==> src/rtl/fetch_unit.sv <==
// -----------------------------------------------------------------------------
// fetch_unit
//   Instruction fetch stage feeding the main control decoder. Holds the program
//   counter, issues word fetches over a req/ready handshake, latches the
//   returned instruction for decode and computes the next PC from the
//   jump/branch resolution of the instruction being retired.
//
// Handshake: imem_req is high in FETCH only, with imem_addr = pc held stable
//   until imem_ready is seen (or a flush redirects). instr_valid is high in
//   VALID only; the instruction is accepted on any VALID cycle with stall=0.
//
// Ports:
//   clk, rst_n             clock, asynchronous active-low reset
//   imem_req / imem_addr   fetch request and byte address (== pc)
//   imem_rdata/imem_ready  returned word and its valid strobe
//   stall                  decode cannot take the presented instruction
//   jump, jr, jr_target    jump resolution of the presented instruction
//   branch, branch_cond    branch resolution of the presented instruction
//   flush, flush_pc        external redirect, highest priority
//   instr, opcode          latched instruction and its [31:26] field
//   pc_out, pc_plus4       address of latched instruction and +4
//   instr_valid            instr/opcode valid for decode
//   misalign_err           one-cycle pulse when a computed next PC was unaligned
//   o_dbg_state            current FSM state (0 IDLE, 1 FETCH, 2 VALID)
// -----------------------------------------------------------------------------
module fetch_unit #(
    parameter logic [31:0] RESET_PC = 32'h0000_0000
) (
    input  logic        clk,
    input  logic        rst_n,
    output logic        imem_req,
    output logic [31:0] imem_addr,
    input  logic [31:0] imem_rdata,
    input  logic        imem_ready,
    input  logic        stall,
    input  logic        jump,
    input  logic        jr,
    input  logic [31:0] jr_target,
    input  logic        branch,
    input  logic        branch_cond,
    input  logic        flush,
    input  logic [31:0] flush_pc,
    output logic [31:0] instr,
    output logic [5:0]  opcode,
    output logic [31:0] pc_out,
    output logic [31:0] pc_plus4,
    output logic        instr_valid,
    output logic        misalign_err,
    output logic [1:0]  o_dbg_state
);

    typedef enum logic [1:0] {
        S_IDLE  = 2'd0,
        S_FETCH = 2'd1,
        S_VALID = 2'd2
    } state_t;

    state_t      r_state;
    state_t      w_state_nxt;
    logic [31:0] r_pc;
    logic [31:0] w_pc_nxt;
    logic [31:0] r_instr;
    logic [31:0] r_pc_out;
    logic        r_misalign;
    logic        w_misalign_nxt;
    logic        w_load_instr;

    logic [31:0] w_pc_plus4;
    logic [31:0] w_br_offset;
    logic [31:0] w_next_pc;
    logic [31:0] w_flush_pc;

    assign w_pc_plus4  = r_pc_out + 32'd4;
    assign w_br_offset = {{14{r_instr[15]}}, r_instr[15:0], 2'b00};
    // Redirect targets are always word aligned; a flush never flags misalignment.
    assign w_flush_pc  = flush_pc & 32'hFFFF_FFFC;

    // Target of the retiring instruction; only used on an accept cycle.
    always_comb begin
        w_next_pc = w_pc_plus4;
        if (jr) begin
            w_next_pc = jr_target;
        end else if (jump) begin
            w_next_pc = {w_pc_plus4[31:28], r_instr[25:0], 2'b00};
        end else if (branch && branch_cond) begin
            w_next_pc = w_pc_plus4 + w_br_offset;
        end
    end

    always_comb begin
        w_state_nxt    = r_state;
        w_pc_nxt       = r_pc;
        w_misalign_nxt = 1'b0;
        w_load_instr   = 1'b0;
        case (r_state)
            S_IDLE: begin
                w_state_nxt = S_FETCH;
                if (flush) begin
                    w_pc_nxt = w_flush_pc;
                end
            end
            S_FETCH: begin
                // Data arriving together with a flush belongs to the old
                // stream and is dropped.
                if (flush) begin
                    w_pc_nxt = w_flush_pc;
                end else if (imem_ready) begin
                    w_load_instr = 1'b1;
                    w_state_nxt  = S_VALID;
                end
            end
            S_VALID: begin
                if (flush) begin
                    w_pc_nxt    = w_flush_pc;
                    w_state_nxt = S_FETCH;
                end else if (!stall) begin
                    w_pc_nxt       = w_next_pc & 32'hFFFF_FFFC;
                    w_misalign_nxt = |w_next_pc[1:0];
                    w_state_nxt    = S_FETCH;
                end
            end
            default: begin
                w_state_nxt = S_IDLE;
            end
        endcase
    end

    always_ff @(posedge clk or negedge rst_n) begin
        if (!rst_n) begin
            r_state    <= S_IDLE;
            r_pc       <= RESET_PC;
            r_instr    <= 32'h0;
            r_pc_out   <= RESET_PC;
            r_misalign <= 1'b0;
        end else begin
            r_state    <= w_state_nxt;
            r_pc       <= w_pc_nxt;
            r_misalign <= w_misalign_nxt;
            if (w_load_instr) begin
                r_instr  <= imem_rdata;
                r_pc_out <= r_pc;
            end
        end
    end

    // Request and valid are pure state decodes, so an asynchronous reset
    // drops an outstanding request immediately.
    assign imem_req     = (r_state == S_FETCH);
    assign imem_addr    = r_pc;
    assign instr        = r_instr;
    assign opcode       = r_instr[31:26];
    assign pc_out       = r_pc_out;
    assign pc_plus4     = w_pc_plus4;
    assign instr_valid  = (r_state == S_VALID);
    assign misalign_err = r_misalign;
    assign o_dbg_state  = r_state;

endmodule

==> config.mk <==
export PLATFORM = sky130hd
export DESIGN_NAME = fetch_unit
export DESIGN_NICKNAME = d
export VERILOG_FILES = /design/src/rtl/fetch_unit.sv
export SDC_FILE = /design/constraint.sdc
export NUM_CORES = 1
export LEC_CHECK = 0
export ABC_CLOCK_PERIOD_IN_PS = 3800
export CORE_UTILIZATION = 31
export DETAILED_ROUTE_END_ITERATION = 16
export PLACE_DENSITY_LB_ADDON = 0.2
export SLEW_MARGIN = 20
export SYNTH_ARGS = -nofsm -noshare
export SYNTH_HDL_FRONTEND = slang
export SYNTH_SLANG_ARGS = --single-unit
==> constraint.sdc <==
create_clock -name clk -period 3.8 [get_ports clk]
set_input_delay 1.14 -clock clk [delete_from_list [all_inputs] [get_ports clk]]
set_output_delay 1.14 -clock clk [all_outputs]
set_load 0.02 [all_outputs]
==> results of run 1 <==
==> how the worst min path moves through the flow <==
stage	slack, ns	endpoint	depth (start not counted)	start
floorplan	0.60	imem_addr[3]	2	imem_addr[3]
global placement	0.49	pc_out[24]	2	imem_addr[24]
detailed placement	0.50	pc_out[24]	2	imem_addr[24]
CTS	0.51	pc_out[24]	2	imem_addr[24]
global route	0.54	pc_out[24]	2	imem_addr[24]
finish	0.51	pc_out[24]	2	imem_addr[24]
==> layout by cell type (no fill, tap or decap), types with 8 or more instances in the layout <==
master           netlist  layout
ha_1                  36      32
dfrtp_1               95      89
nand3_1               28      27
nor3_1                17      16
inv_1                 15      15
clkbuf_16              0       9
xnor2_1               32      24
o22ai_1                9       9
a21o_1                19      19
nor2_1                51      45
xor2_1                19      17
mux2_2                55      55
a21oi_1               72      68
nand4_1                9       9
o211ai_1              13      13
clkdlybuf4s50_1        0     219
o21ai_0               37      34
a211oi_1               9       8
buf_4                 12     107
nand2_1               76      75
==> critical path, stage by stage (launching register included) <==
cell and delay (ns):
dfrtp_2 0.39, ha_4 0.14, nand4_1 0.16, or4_4 0.48
buf_12 0.15, nor2_4 0.11, xor2_2 0.09, ha_4 0.31
nand4_1 0.18, o41a_1 0.53, a311oi_4 0.35, a221oi_2 0.14
a21oi_2 0.25, xnor2_1 0.15, a21oi_1 0.08, a221o_1 0.31
==> Yosys cell counts (3+ instances only) <==
| library cell | n | area, um2 |
|---|---|---|
| ha_1 | 36 | 450 |
| mux2_2 | 55 | 619 |
| a21oi_1 | 72 | 360 |
| nand2_1 | 76 | 285 |
| o21bai_1 | 5 | 37.5 |
| nor2b_1 | 7 | 43.8 |
| a221o_1 | 7 | 70.1 |
| nor3_1 | 17 | 85.1 |
| buf_4 | 12 | 90.1 |
| a21o_1 | 19 | 143 |
| o31ai_1 | 5 | 37.5 |
| nand3_1 | 28 | 140 |
| nand2b_1 | 6 | 37.5 |
| nand4_1 | 9 | 56.3 |
| o22ai_1 | 9 | 56.3 |
| and4_1 | 3 | 26.3 |
| clkbuf_1 | 34 | 128 |
| and2_1 | 3 | 18.8 |
| xor2_1 | 19 | 166 |
| xnor2_1 | 32 | 280 |
| o21a_1 | 5 | 37.5 |
| mux2i_1 | 4 | 40.0 |
| inv_1 | 15 | 56.3 |
| o211ai_1 | 13 | 97.6 |
| dfrtp_1 | 95 | 2380 |
| nor2_1 | 51 | 191 |
| o21ai_0 | 37 | 185 |
| o21ai_1 | 6 | 30.0 |
| a31oi_1 | 4 | 25.0 |
| a211oi_1 | 9 | 67.6 |
==> cell families after synthesis <==
kind of cell	count (synthesis)	synth area share
AND/OR/NAND/NOR	219	0.159
AO/OA/AOI/OAI	213	0.202
flip-flops	95	0.356
buffers and inverters	63	0.0421
multiplexers	59	0.0986
XOR/XNOR	52	0.0709
adder cells (fa/ha/maj)	37	0.0704
other	1	0.000561
==> per-layer routing <==
metal  track usage  share of wire  vias up
met5             0              0        -
met4        0.0622          0.015        0
met3        0.0459          0.058       28
met2         0.382           0.48      203
met1         0.298           0.45     3300
li1              -              -     3294
==> state kept, by name, summed over array words and instances, names as in the netlist <==
name,flops
pc_out,30
instr,32
o_dbg_state,2
misalign_err,1
imem_addr,30
==> power by group <==
| part | total, W | switching [W] | internal [W] |
|---|---|---|---|
| clock network | 0.00101 | 0.000427 | 0.000580 |
| registers | 0.00153 | 0.000260 | 0.00127 |
| logic | 0.00451 | 0.00232 | 0.00219 |
| total | 0.00705 | 0.00301 | 0.00405 |
==> final cells by class <==
class | instances | area share
Multi-Input combinational cell | 586 | 0.412
Inverter | 16 | 0.00562
Timing Repair Buffer | 344 | 0.298
Clock buffer | 11 | 0.0218
Clock inverter | 5 | 0.00760
Sequential cell | 95 | 0.223
Tap cell | 275 | 0.0322
==> stage by stage <==
stage	setup slack, ns	setup TNS [ns]	cell area, um2	instances	total power, W
floorplan	-0.0720	-0.127	6880	744	0.00398
global placement	-0.253	-1.17	10200	1308	0.00584
detailed placement	-0.313	-1.57	10200	1308	0.00586
CTS	-0.174	-0.459	10500	1326	0.00690
global route	-0.282	-1.59	10700	1332	0.00751
finish	-0.119	-0.320	10700	1332	0.00705
==> timing repair <==
action	in CTS	in global routing
pin swaps	9	26
buffers inserted	3	7
gates resized for setup	34	48
endpoints found under the setup margin	21	21
==> flow_metrics.tcl, run 1 <==
set metrics [dict create \
    worstReg2RegStart "pc_out[2]" \
    postRouteAntennaNets 0 \
    clk_latency_ns 0.36 \
    via_per_inst 5.12 \
    setup_ws_ns -0.119 \
    die_area_um2 22200 \
    violations "setup timing" \
    synth_top_flop_cell "dfrtp_1" \
    clkTransAtPathRegs_ns 0.07 \
    ys_types 66 \
    slew_viol_final 0 \
    cts_made_buffers 9 \
    reg2reg_slack_ns -0.12 \
    leakagePower_nw 4.56 \
    finalHoldViolations 0 \
    fin_util 0.507 \
    drt-total-wl_um 24900 \
    reg2reg_depth 15 \
    fin_nets 1194 \
    start_util 0.317 \
    max_freq_ghz 0.255 \
    cap_violations 0 \
    syn_avg_cell_area_um2 9.05 \
    numClockSinks 95 \
    holdBufCountCts 0 \
    critPathKind "reg -> reg" \
    r2r-end "imem_addr[27]" \
    ff_latch_area_um2 2380 \
    grt_first_pass_wirelength_um 38400 \
    ys_ff_latch 95 \
    crit_path_start "pc_out[2]" \
    startpoint_type "flop" \
    areaGrowthSynthToFinish_pct 60.0 \
    cts_tree "built" \
    multi_input_area_um2 4400 \
    grt_pass1_vias 6817 \
    drt-wirelength-per-cell_um 18.7 \
    ys_warn_count 0 \
    antenna_found_initial 0 \
    ios 244 \
    yosysSeqAreaShare 0.356 \
    slew_headroom 0.568 \
    cp-end-kind "flop" \
    overflow 0 \
    period_share 1.03 \
    worst_pin_slew_ns 0.639 \
    fin_crit_ns 3.92 \
    fillers 2032 \
    fin_hold_ws_ns 0.506 \
    rsz0062_at_grt "yes" \
    netlist_instances 739 \
    clock_path_buffers 2 \
    crit_required_ns 4.05 \
    dr.pass1.iters 5 \
    vias 6825 \
    worst-path-max-fanout 5 \
    diodes 0 \
    track_usage 0.228 \
    setup_viol 5 \
    peakVddDrop_uv 350 \
    synth_edf_count 0 \
    buffer_ports.inserted 235 \
    power_density_nw_per_um2 659 \
    worstHoldPathType "reg -> reg" \
    async_flop_share 1.00 \
    dieWidth_um 149 \
    worst_clock_skew_ns 0.0103 \
    drt-initial-drc-count 393 \
    rows 53 \
    post_route_cells_drive_above_1_share 0.234 \
    coreArea_um2 21100 \
    htreeDepth 3 \
    netlist_area_um2 6690 \
    status "complete, but fails checks" \
    hpwl_um 19000 \
    clockRootBuffer "clkbuf_16" \
    die_y_um 149 \
    place_congestion 0.892 \
    route.detailed.drc 0 \
    cp.arrival_ns 4.17 \
    cp-endpoint "imem_addr[27]" \
    grt_max_degree 55 \
]
(Power assumes the default switching activity.)
==> run 2, diff against run 1 <==
--- a/config.mk
+++ b/config.mk
@@ -9,6 +9,7 @@
 export CORE_UTILIZATION = 31
 export DETAILED_ROUTE_END_ITERATION = 16
 export PLACE_DENSITY_LB_ADDON = 0.2
+export REMOVE_ABC_BUFFERS = 1
 export SLEW_MARGIN = 20
 export SYNTH_ARGS = -nofsm -noshare
 export SYNTH_HDL_FRONTEND = slang
==> run 2 against run 1 <==
- combinational power is 4% higher
- register-to-register slack worse by 0.07 ns
- die area stayed put
- critical path type unchanged
- clock power is 8% lower
- sequential power hardly changed
- sequential cell count stayed put
- the run still ends with setup timing left
- largest cell class unchanged
- power is 1.5% higher
- critical path depth is 3 higher
- global-route usage is 0.66 points lower
- final cell count is 1.6% higher
==> flow_metrics.tcl, run 2 (synthesis gave the netlist of run 1 again) <==
set metrics [dict create \
    post_route_cells_drive_above_1_share 0.250 \
    areaGrowthSynthToFinish_pct 62.2 \
    finalHoldViolations 0 \
    track_usage 0.222 \
    worst_clock_skew_ns 0.00959 \
    layout_common_cells "clkdlybuf4s50_1 (216), buf_4 (129), dfrtp_1 (95)" \
    coreArea_um2 21100 \
    hpwl_um 18400 \
    grt_pass1_vias 6822 \
    crit_chain "ha_2, nand4_1, or4_4, buf_6, nor2_4, xor2_4, ha_4, nand4_1, buf_4, nor3_4, o2111ai_4, a311oi_4, a221oi_4, a21oi_2, buf_4, xnor2_2, a21oi_1, a221o_1" \
    fin_nets 1216 \
    cts_made_buffers 9 \
    rows 53 \
    max_stage_delay_ns 0.48 \
    diodes 0 \
    die_area_um2 22200 \
    p_total_w 0.00716 \
    dieWidth_um 149 \
    clkTransAtPathRegs_ns 0.07 \
    cp-endpoint "imem_addr[27]" \
    r2r-end "imem_addr[27]" \
    start_util 0.317 \
    crit_required_ns 4.04 \
    max_freq_ghz 0.251 \
    rsz0062_at_grt "yes" \
    numClockSinks 95 \
    dr.pass1.iters 4 \
    fin_crit_ns 3.99 \
    cap_violations 0 \
    worst-path-max-fanout 6 \
    htreeDepth 3 \
    worstHoldPathType "reg -> reg" \
    drt-total-wl_um 24500 \
    postLayoutCellArea_um2 10800 \
    cp.arrival_ns 4.23 \
    buffer_ports.inserted 235 \
    place_congestion 0.904 \
    critPathKind "reg -> reg" \
    slew_viol_final 0 \
    violations "setup timing" \
    grt_max_degree 57 \
    postRouteAntennaNets 0 \
    crit_cells 18 \
    reg2reg_slack_ns -0.19 \
    setup_ws_ns -0.188 \
    overflow 0 \
    clk_latency_ns 0.36 \
    antenna_found_initial 0 \
    fin_hold_ws_ns 0.510 \
    drt-wirelength-per-cell_um 18.1 \
    period_share 1.05 \
    clock_path_buffers 2 \
    startpoint_type "flop" \
    critical_path_buf_inv_count 3 \
    cp-end-kind "flop" \
    setup_viol 6 \
    route.detailed.drc 0 \
    crit_family "compound AO/OA/AOI/OAI gates" \
    multi_input_area_um2 4450 \
    pre_cts_ws_ns -0.343 \
    place_area_um2 10000 \
    cts_tree "built" \
    die_y_um 149 \
    largest_reg_flops 32 \
    ios 244 \
    power_density_nw_per_um2 660 \
    peakVddDrop_uv 296 \
    drt-initial-drc-count 337 \
    layout_commonest_cell "clkdlybuf4s50_1" \
    slew_headroom 0.640 \
    via_per_inst 5.07 \
    crit_path_start "pc_out[2]" \
    leakagePower_nw 4.67 \
    vias 6859 \
    clockRootBuffer "clkbuf_16" \
    reg2reg_depth 18 \
    worstReg2RegStart "pc_out[2]" \
    worst_pin_slew_ns 0.539 \
    grt_first_pass_wirelength_um 37600 \
    fillers 2019 \
    status "complete, but fails checks" \
    fin_util 0.514 \
    ff_latch_area_um2 2380 \
    slowest_stage "or4_4" \
]
run 2: cell count changes in the layout (fill, tap and decap cells not counted), moves of 3 or more:
cell	previous run	this run
dfrtp_1	89	95
clkdlybuf4s50_1	219	216
buf_4	107	129
buf_12	4	1
buf_6	3	7
dfrtp_2	6	0
run 2: what timing repair did:
| item | CTS | global route |
|---|---|---|
| hold buffers | 0 | 0 |
| cloned | 0 | 0 |
| setup endpoints to repair | 24 | 26 |
| buffers inserted | 8 | 16 |
| resized for setup | 62 | 60 |
| pin swaps | 25 | 40 |
run 2: per-layer routing:
| layer | up-vias | part of all wire | track usage |
|---|---|---|---|
| li1 | 3333 | - | - |
| met1 | 3328 | 0.45 | 0.289 |
| met2 | 179 | 0.49 | 0.379 |
| met3 | 19 | 0.051 | 0.0425 |
| met4 | 0 | 0.011 | 0.0485 |
| met5 | - | 0 | 0 |
run 2: worst register-to-register path: stages, from the launching register on:
cell and delay [ns]:
dfrtp_1 0.35, ha_2 0.20, nand4_1 0.14, or4_4 0.48, buf_6 0.15, nor2_4 0.14
xor2_4 0.10, ha_4 0.31, nand4_1 0.14, buf_4 0.18, nor3_4 0.13, o2111ai_4 0.17
a311oi_4 0.44, a221oi_4 0.13, a21oi_2 0.19, buf_4 0.15, xnor2_2 0.11, a21oi_1 0.08
a221o_1 0.29
run 2: cell type report:
| type | instances | area share |
|---|---|---|
| multi-input combinational | 586 | 0.410 |
| timing repair buffer | 366 | 0.307 |
| sequential | 95 | 0.219 |
| tap | 275 | 0.0317 |
| clock buffer | 10 | 0.0211 |
| clock inverter | 5 | 0.00554 |
| inverter | 16 | 0.00554 |
run 2: power breakdown:
part | switching [W] | internal (W)
logic | 0.00237 | 0.00233
clock network | 0.000422 | 0.000509
registers | 0.000260 | 0.00127
run 2: worst min-delay path by stage:
stage / startpoint / endpoint / cells after the start
CTS: imem_addr[24] / pc_out[24] / 2
floorplan: imem_addr[3] / imem_addr[3] / 2
detailed placement: imem_addr[24] / pc_out[24] / 2
global route: imem_addr[6] / imem_addr[6] / 2
global placement: imem_addr[6] / imem_addr[6] / 2
finish: imem_addr[24] / pc_out[24] / 2
run 2: per-stage QoR:
step / cells / setup TNS (ns)
5_1_grt: 1353 / -2.38
3_5_place_dp: 1316 / -1.59
2_1_floorplan: 697 / -55.46
4_1_cts: 1339 / -0.453
3_3_place_gp: 1316 / -1.08
6_report: 1353 / -0.617
